## src/rtl/drum_pkg.sv

```systemverilog
// Shared definitions for the drum sensor encoder: code layout, FSM states,
// and the pad priority helper.
package drum_pkg;

    localparam int CODE_W     = 7;
    localparam int BIT_START  = 0;
    localparam int BIT_STATIC = 1;
    localparam int BIT_PAD0   = 2;
    localparam int PAD_BITS   = CODE_W - BIT_PAD0;

    typedef enum logic [1:0] {
        IDLE  = 2'd0,
        START = 2'd1,
        LOCK  = 2'd2,
        GAP   = 2'd3
    } state_t;

    // Index of the lowest set pad; pad 0 has the highest priority.
    function automatic logic [2:0] lowest_pad(input logic [PAD_BITS-1:0] pads);
        logic [2:0] idx;
        idx = 3'd0;
        for (int k = PAD_BITS - 1; k >= 0; k--) begin
            if (pads[k]) idx = 3'(k);
        end
        return idx;
    endfunction

endpackage

```

## src/rtl/drum_sensor_encoder_sync_debounce.sv

```systemverilog
// Two-flop synchroniser followed by a stability counter. The debounced
// output only flips after DEB_CYCLES consecutive differing synced samples.
module sync_debounce #(
    parameter int DEB_CYCLES = 16
) (
    input  logic clk,
    input  logic reset_n,
    input  logic i_raw,
    output logic o_db
);

    localparam int CNT_W = (DEB_CYCLES > 2) ? $clog2(DEB_CYCLES) : 1;
    localparam logic [CNT_W-1:0] CNT_LAST = CNT_W'(DEB_CYCLES - 1);

    logic             r_sync1;
    logic             r_sync2;
    logic             r_db;
    logic [CNT_W-1:0] r_cnt;

    // Bring the asynchronous raw input into the clk_sys domain.
    always_ff @(posedge clk or negedge reset_n) begin
        if (!reset_n) begin
            r_sync1 <= 1'b0;
            r_sync2 <= 1'b0;
        end else begin
            r_sync1 <= i_raw;
            r_sync2 <= r_sync1;
        end
    end

    // Count differing samples; flip on the last one, clear on any match.
    always_ff @(posedge clk or negedge reset_n) begin
        if (!reset_n) begin
            r_db  <= 1'b0;
            r_cnt <= '0;
        end else if (r_sync2 != r_db) begin
            if (r_cnt == CNT_LAST) begin
                r_db  <= r_sync2;
                r_cnt <= '0;
            end else begin
                r_cnt <= r_cnt + CNT_W'(1);
            end
        end else begin
            r_cnt <= '0;
        end
    end

    assign o_db = r_db;

endmodule

```

## src/rtl/drum_sensor_encoder.sv

```systemverilog
// Drum sensor encoder: debounces pads and start, arbitrates them and drives
// the registered 7-bit sensor code for the paint FSM.
//
// state | meaning
// IDLE  | nothing owns the code; arbitrate start and pads
// START | one-cycle start code, static band bit suppressed
// LOCK  | pad r_lock_idx owns the pad bits until it releases
// GAP   | one cycle with no pad bit; re-arbitrates straight into a held pad
//         so consecutive band codes are separated by exactly one empty cycle
module drum_sensor_encoder
    import drum_pkg::*;
#(
    parameter int DEB_CYCLES = 16,
    parameter int NUM_PADS   = 5
) (
    input  logic                clk,
    input  logic                reset_n,
    input  logic [NUM_PADS-1:0] pad_raw,
    input  logic                start_raw,
    input  logic                band_active,
    output logic [CODE_W-1:0]   entrada,
    output logic                pad_locked
);

    logic [NUM_PADS-1:0] w_pad_db;
    logic                w_start_db;
    logic                w_start_rise;
    logic                w_any_pad;
    state_t              w_next_state;
    logic [2:0]          w_next_idx;
    logic [NUM_PADS-1:0] w_pad_bits;
    logic [CODE_W-1:0]   w_next_code;

    state_t              r_state;
    logic [2:0]          r_lock_idx;
    logic                r_start_db_d;
    logic [CODE_W-1:0]   r_entrada;
    logic                r_pad_locked;

    for (genvar g = 0; g < NUM_PADS; g++) begin : g_pad_deb
        sync_debounce #(.DEB_CYCLES(DEB_CYCLES)) u_pad_deb (
            .clk     (clk),
            .reset_n (reset_n),
            .i_raw   (pad_raw[g]),
            .o_db    (w_pad_db[g])
        );
    end

    sync_debounce #(.DEB_CYCLES(DEB_CYCLES)) u_start_deb (
        .clk     (clk),
        .reset_n (reset_n),
        .i_raw   (start_raw),
        .o_db    (w_start_db)
    );

    // Next-state arbitration and the code that the next state will drive.
    always_comb begin
        w_next_state = r_state;
        w_next_idx   = r_lock_idx;
        w_start_rise = w_start_db & ~r_start_db_d;
        w_any_pad    = |w_pad_db;
        case (r_state)
            IDLE, GAP: begin
                if (w_start_rise && !w_any_pad) begin
                    w_next_state = START;
                end else if (w_any_pad) begin
                    w_next_state = LOCK;
                    w_next_idx   = lowest_pad(w_pad_db);
                end else begin
                    w_next_state = IDLE;
                end
            end
            START: w_next_state = IDLE;
            LOCK: begin
                if (!w_pad_db[r_lock_idx]) w_next_state = GAP;
            end
            default: w_next_state = IDLE;
        endcase

        w_pad_bits  = (w_next_state == LOCK) ? (NUM_PADS'(1) << w_next_idx) : '0;
        w_next_code = {w_pad_bits,
                       band_active & (w_next_state != START),
                       w_next_state == START};
    end

    // State, lock owner, start edge history and the output register.
    always_ff @(posedge clk or negedge reset_n) begin
        if (!reset_n) begin
            r_state      <= IDLE;
            r_lock_idx   <= 3'd0;
            r_start_db_d <= 1'b0;
            r_entrada    <= '0;
            r_pad_locked <= 1'b0;
        end else begin
            r_state      <= w_next_state;
            r_lock_idx   <= w_next_idx;
            r_start_db_d <= w_start_db;
            r_entrada    <= w_next_code;
            r_pad_locked <= (w_next_state == LOCK);
        end
    end

    assign entrada    = r_entrada;
    assign pad_locked = r_pad_locked;

endmodule

```

## config.mk

```make
export PLATFORM = sky130hd
export DESIGN_NAME = drum_sensor_encoder
export DESIGN_NICKNAME = d
export VERILOG_FILES = /design/src/rtl/drum_pkg.sv /design/src/rtl/drum_sensor_encoder_sync_debounce.sv /design/src/rtl/drum_sensor_encoder.sv
export SDC_FILE = /design/constraint.sdc
export NUM_CORES = 1
export LEC_CHECK = 0
export CORE_ASPECT_RATIO = 0.6
export CORE_UTILIZATION = 45
export CTS_CLUSTER_DIAMETER = 50
export CTS_CLUSTER_SIZE = 28
export DETAILED_ROUTE_END_ITERATION = 10
export GPL_TIMING_DRIVEN = 0
export PLACE_DENSITY_LB_ADDON = 0.15
export REMOVE_ABC_BUFFERS = 1
export SETUP_SLACK_MARGIN = 0.3
export SYNTH_ARGS = -nofsm -noshare
export SYNTH_HDL_FRONTEND = slang
export SYNTH_HIERARCHICAL = 1
export SYNTH_SLANG_ARGS = --single-unit
export TNS_END_PERCENT = 100
```

## constraint.sdc

```tcl
create_clock -name clk -period 1.9 [get_ports clk]
set_input_delay 0.38 -clock clk [delete_from_list [all_inputs] [get_ports clk]]
set_output_delay 0.38 -clock clk [all_outputs]
set_load 0.02 [all_outputs]
```

==> results of run 1 <==
==> per-stage QoR <==
| stage | instances | cell area (sq um) |
|---|---|---|
| after floorplan | 172 | 2320 |
| after global placement | 251 | 2560 |
| after detailed placement | 252 | 2580 |
| after CTS | 261 | 2700 |
| after global routing | 270 | 2790 |
| final | 270 | 2790 |
==> per-layer routing <==
| metal | vias to the layer above | GRT usage [%] | share of wire, % |
|---|---|---|---|
| li1 | 694 | - | - |
| met1 | 740 | 19.6 | 46 |
| met2 | 21 | 26.4 | 49 |
| met3 | 9 | 4.46 | 3.6 |
| met4 | 0 | 6.49 | 1.7 |
| met5 | - | 0 | 0 |
==> logic make-up (layout without fill, tap and decap cells) <==
| kind of cell | after synthesis | count (layout) | share of synthesized area (%) |
|---|---|---|---|
| flops | 56 | 56 | 60.0 |
| simple gates | 51 | 51 | 14.0 |
| compound gates | 36 | 36 | 12.2 |
| xor+xnor | 12 | 12 | 4.50 |
| mux | 8 | 8 | 4.71 |
| fa+ha+maj | 7 | 7 | 3.75 |
| buf+inv | 4 | 37 | 0.857 |
==> registers in the layout, indices dropped and copies added (netlist names) <==
signal / count
r_lock_idx: 3
u_start_deb/r_cnt: 4
r_state: 2
g_pad_deb.u_pad_deb/r_cnt: 20
u_start_deb/o_db: 1
pad_locked: 1
g_pad_deb.u_pad_deb/r_sync1: 5
r_start_db_d: 1
u_start_deb/r_sync1: 1
entrada: 7
g_pad_deb.u_pad_deb/o_db: 5
u_start_deb/r_sync2: 1
g_pad_deb.u_pad_deb/r_sync2: 5
==> layout by cell type, fill, tap and decap left out, types with 2 or more instances in the layout <==
cell	Yosys	routed
dfrtp_2	0	4
nor3b_1	7	6
xnor2_1	12	12
mux2_4	6	6
mux2i_1	2	2
nand3_2	6	6
ha_1	7	6
dfrtp_1	56	52
clkdlybuf4s50_1	0	7
nor2b_1	9	8
nand2_1	9	9
a21o_1	6	6
buf_4	1	11
clkbuf_8	0	5
nor2_1	10	10
a31oi_1	6	6
a311oi_1	6	6
dlygate4sd2_1	0	8
o21ai_0	3	3
==> what timing repair did <==
action	4_1_cts	5_1_grt
setup endpoints to repair	15	7
resized for setup	17	6
pin swaps	3	5
setup buffers	2	9
==> final timing paths <==
path	slack, ns	cells past startpoint	start	end
max	0.33	6	r_state[0]	entrada[6]
min	-0.005	1	reset_n	pad_locked
max reg2reg	0.33	6	r_state[0]	entrada[6]
min reg2reg	0.35	0	g_pad_deb[1].u_pad_deb/r_sync1	g_pad_deb[1].u_pad_deb/r_sync2
max in group asynchronous	1.37	2	reset_n	g_pad_deb[3].u_pad_deb/o_db
min in group clk	0.35	0	g_pad_deb[1].u_pad_deb/r_sync1	g_pad_deb[1].u_pad_deb/r_sync2
==> worst max-delay path, cell delays in order (launching register included) <==
cell	delay, ns
dfrtp_1	0.37
inv_2	0.06
ha_4	0.34
o41a_1	0.26
a21oi_4	0.07
buf_4	0.16
a211oi_1	0.21
==> layout make-up <==
cell class | count | share of cell area [%]
multi-input cells | 114 | 34.9
inverters | 2 | 0.269
clock buffers | 6 | 2.60
repair buffers | 28 | 8.87
well taps | 63 | 2.82
flip-flops and latches | 56 | 50.4
clock inverters | 1 | 0.179
==> report_power, final <==
part / switching (mW) / internal, mW
sequential: 0.0448 / 1.24
combinational: 0.0700 / 0.0717
clock: 0.344 / 0.251
==> out/metrics.yaml, run 1 <==
synth_common_cells: "dfrtp_1, xnor2_1, nor2_1"
pin_count: 17
clk_pin_slew_ns: 0.09
coreArea_sq_mm: 0.00478
fin_crit_ns: 1.57
insertedDiodeCount: 0
max_cap_violations: 0
yosys.area.top_type: "dfrtp_1"
grt.total_usage_pct: 15.8
drive_above_1_share_pct: 25.1
async_flop_share_pct: 100
ant_nets: 0
hold_class: "in2async"
crit_path_end_kind: "flop"
cts_sinks: 56
worstPathArrival_ns: 1.78
cts_root_buf: "clkbuf_8"
ys.flop_type: "dfrtp_1"
fillers: 379
yosysSeqAreaShare_pct: 60.0
drt-wirelength-per-cell_um: 14.6
finalPower_mw: 2.02
crit_fanout: 10
setup-violations-final: 0
rsz0062_at_grt: "true"
gp_congestion: 0.795
worstMarginPinSlew_ns: 0.461
power_density_mw_per_mm2: 724
slew_headroom_pct: 68.9
port_buffers: 16
fin_hold_ws_ns: -0.00495
synth_cells: 174
slew_violations: 0
p_leak_nw: 1.31
worstSkewPairLatency_ns: 0.30
status: "complete, but fails checks"
antenna_found_initial: 0
row_count: 19
die_w_um: 95.0
cp-start-kind: "flop"
dp_slack_ns: 0.0693
ys_warn_count: 6
synth_cell_types: 40
gr-total-overflow: 0
via_count: 1464
vias_per_cell: 5.42
dp_hpwl_um: 2720
syn_to_final_growth_pct: 19.5
first_pass_iters: 5
violations: "negative hold slack"
netlist_area_sq_mm: 0.00234
nets: 223
critical_path_required_ns: 2.11
fp.dieH_um: 57.8
multi_input_area_sq_um: 973
finalHoldViolations: 5
drc: 0
grt_max_degree: 39
first_global_vias: 1466
max_freq_ghz: 0.637
utilization_pct: 58.4
cts_tree: "done"
yosysMostFrequentCell: "dfrtp_1"
fin_tns_setup_ns: 0
htreeDepth: 2
regArea_sq_mm: 0.00141
synth_area_leaders: "dfrtp_1, xnor2_1, mux2_4, ha_1, nand3_2"
fin_skew_ns: 0.00420
synth.avg_cell_area_sq_um: 13.4
peakVddDrop_uv: 413
hold_buffers: 0
layout_worst_path_cycle_share_pct: 82.6
wl_um: 3940
synth_edf_count: 0
fin_ws_ns: 0.331
initial_core_util_pct: 48.9
dr.first_iter.drc_count: 29
ys_seq_elements: 56
critPathKind: "reg2reg"
numCtsBuffers: 5
clockBufferDepth: 2
fp.dieArea_sq_mm: 0.00549
synth_top_area_share_pct: 60.0
grt_pass1_wl_um: 6480
No activity file was read; power rests on OpenSTA's default activity.
==> run 2: changes to the inputs <==
- clock period: 1.9 -> 1.6 ns (I/O delays scaled with it)
==> out/metrics.yaml, run 2 (synthesized netlist as in run 1, its figures left out) <==
status: "complete, no violations"
grt_pass1_wl_um: 6810  # +5.1%
cts_sinks: 56  # unchanged
peakVddDrop_uv: 488  # +18%
crit_fanout: 5  # -5
hold_class: "reg2reg"
min_path_cells: 0
min_from: "g_pad_deb[1].u_pad_deb/r_sync1"
fin_crit_ns: 1.57  # +0.00192 ns
top_register: "g_pad_deb.u_pad_deb/r_cnt"
reg2reg_depth: 6  # unchanged
clk_pin_slew_ns: 0.09  # about the same
drive_above_1_share_pct: 36.9  # +12 points
worstPathArrival_ns: 1.75  # -0.03 ns
via_count: 1526  # +4.2%
fp.dieH_um: 57.8  # unchanged
slew_violations: 0  # unchanged
rsz0062_at_grt: "true"
gp_congestion: 0.795  # unchanged
finalNonFillerCells: 280  # +3.7%
placedCellCount: 252  # unchanged
first_global_vias: 1521  # +3.8%
layout_worst_path_cycle_share_pct: 98.2  # +16 points
cts_root_buf: "clkbuf_8"
critPathKind: "reg2reg"
dr.first_iter.drc_count: 38  # +31%
drc: 0  # unchanged
slew_headroom_pct: 70.9  # +1.9 points
insertedDiodeCount: 0  # unchanged
cp-start-kind: "flop"
crit_path_end_kind: "flop"
fp.dieArea_sq_mm: 0.00549  # unchanged
worstMarginPinSlew_ns: 0.434  # -0.0272 ns
pin_count: 17  # unchanged
clockBufferDepth: 2  # unchanged
dp_hpwl_um: 2720  # unchanged
power_density_mw_per_mm2: 823  # +14%
mostFrequentLayoutCells: "dfrtp_1, buf_4, xnor2_1, nor2_1"
critical_path_required_ns: 1.78  # -0.33 ns
max_cap_violations: 0  # unchanged
drt-wirelength-per-cell_um: 15.1  # +3.6%
port_buffers: 16  # unchanged
first_pass_iters: 4  # -1
p_leak_nw: 1.35  # +2.9%
fin_tns_setup_ns: 0  # unchanged
syn_to_final_growth_pct: 25.7
fin_skew_ns: 0.00812  # +0.00392 ns
nets: 233  # +4.5%
largest_reg_flops: 20  # unchanged
hold_path_end: "g_pad_deb[1].u_pad_deb/r_sync2"
wl_um: 4230  # +7.4%
rr_endpoint: "entrada[5]"
numCtsBuffers: 5  # unchanged
setup-violations-final: 0  # unchanged
antenna_found_initial: 0  # unchanged
finalHoldViolations: 0  # -5
finalPower_mw: 2.42  # +20%
grt.total_usage_pct: 16.6  # +0.82 points
max_freq_ghz: 0.636  # -0.12%
initial_core_util_pct: 48.9  # unchanged
row_count: 19  # unchanged
htreeDepth: 2  # unchanged
reg2reg_slack_ns: 0.03  # -0.30 ns
vias_per_cell: 5.45  # +0.51%
coreArea_sq_mm: 0.00478  # unchanged
layout_commonest_cell: "dfrtp_1"
ant_nets: 0  # unchanged
grt_max_degree: 39  # unchanged
cts_tree: "done"
die_w_um: 95.0  # unchanged
worstSkewPairLatency_ns: 0.30  # about the same
worstReg2RegStart: "r_state[0]"
gr-total-overflow: 0  # unchanged
## run 2: changes by cell type in the layout (fill, tap and decap cells not counted), moves of 2 or more
| cell | change |
|---|---|
| clkbuf_2 | +8 |
| dlygate4sd2_1 | -8 |
| buf_4 | +5 |
| buf_6 | +4 |
| o21ai_0 | -3 |
| a311oi_1 | -2 |
| a311oi_2 | +2 |
| dfrtp_1 | -2 |
| dfrtp_2 | +2 |
| mux2i_1 | -2 |
| mux2i_2 | +2 |
| o21ai_1 | +2 |
## run 2: area by class of cell
type / instances / area, sq um
Clock buffer: 6 / 72.6
Multi-Input combinational cell: 114 / 1050
Timing Repair Buffer: 38 / 310
Inverter: 2 / 7.51
Clock inverter: 1 / 5.00
Fill cell: 361 / 1840
Tap cell: 63 / 78.8
Sequential cell: 56 / 1410
## run 2: repair_timing
item | CTS | global route
pin swaps | 12 | 12
hold buffers | 1 | 0
setup endpoints to repair | 21 | 23
setup buffers | 11 | 9
resized for setup | 41 | 23
endpoints found under the hold margin | 18 | 0
## run 2: report_power, final
group | internal (mW) | switching, mW | total (mW) | leakage, nW
registers | 1.47 | 0.0550 | 1.53 | 0.727
clock network | 0.299 | 0.413 | 0.712 | 0.0410
logic | 0.0910 | 0.0882 | 0.179 | 0.581
## run 2: through the flow
step / hold slack (ns) / cell area (sq um) / setup WS [ns] / utilization [%]
after floorplan: 0.0244 / 2320 / -0.00631 / -
after global placement: 0.332 / 2560 / -1.37 / 53.6
after detailed placement: 0.277 / 2580 / -0.231 / 53.9
after CTS: 0.358 / 2860 / 0.0986 / 59.9
after global routing: 0.365 / 2940 / -0.0152 / 61.5
final: 0.354 / 2940 / 0.0288 / 61.5
## run 2: worst max-delay path by stage
stage | startpoint | depth (start not counted) | slack (ns) | end
final | r_state[0] | 6 | 0.03 | entrada[5]
after global routing | g_pad_deb[3].u_pad_deb/o_db | 4 | -0.02 | entrada[3]
after CTS | g_pad_deb[1].u_pad_deb/o_db | 4 | 0.1 | entrada[3]
after detailed placement | r_state[0] | 6 | -0.23 | entrada[2]
after global placement | reset_n | 1 | -1.37 | g_pad_deb[3].u_pad_deb/r_sync1
after floorplan | r_state[0] | 5 | -0.006 | entrada[2]
## run 2: per-layer routing
metal | part of all wire [%] | GRT usage, % | vias up
li1 | - | - | 713
met1 | 45 | 20.2 | 776
met2 | 50 | 28.4 | 30
met3 | 4.1 | 4.59 | 7
met4 | 1.2 | 6.71 | 0
met5 | 0 | 0 | -
## run 2: worst max-delay path: stages (launching register included)
cell,delay (ns)
dfrtp_1,0.40
inv_2,0.08
ha_4,0.22
buf_6,0.13
nand2b_4,0.17
o311ai_4,0.36
nor2_1,0.09
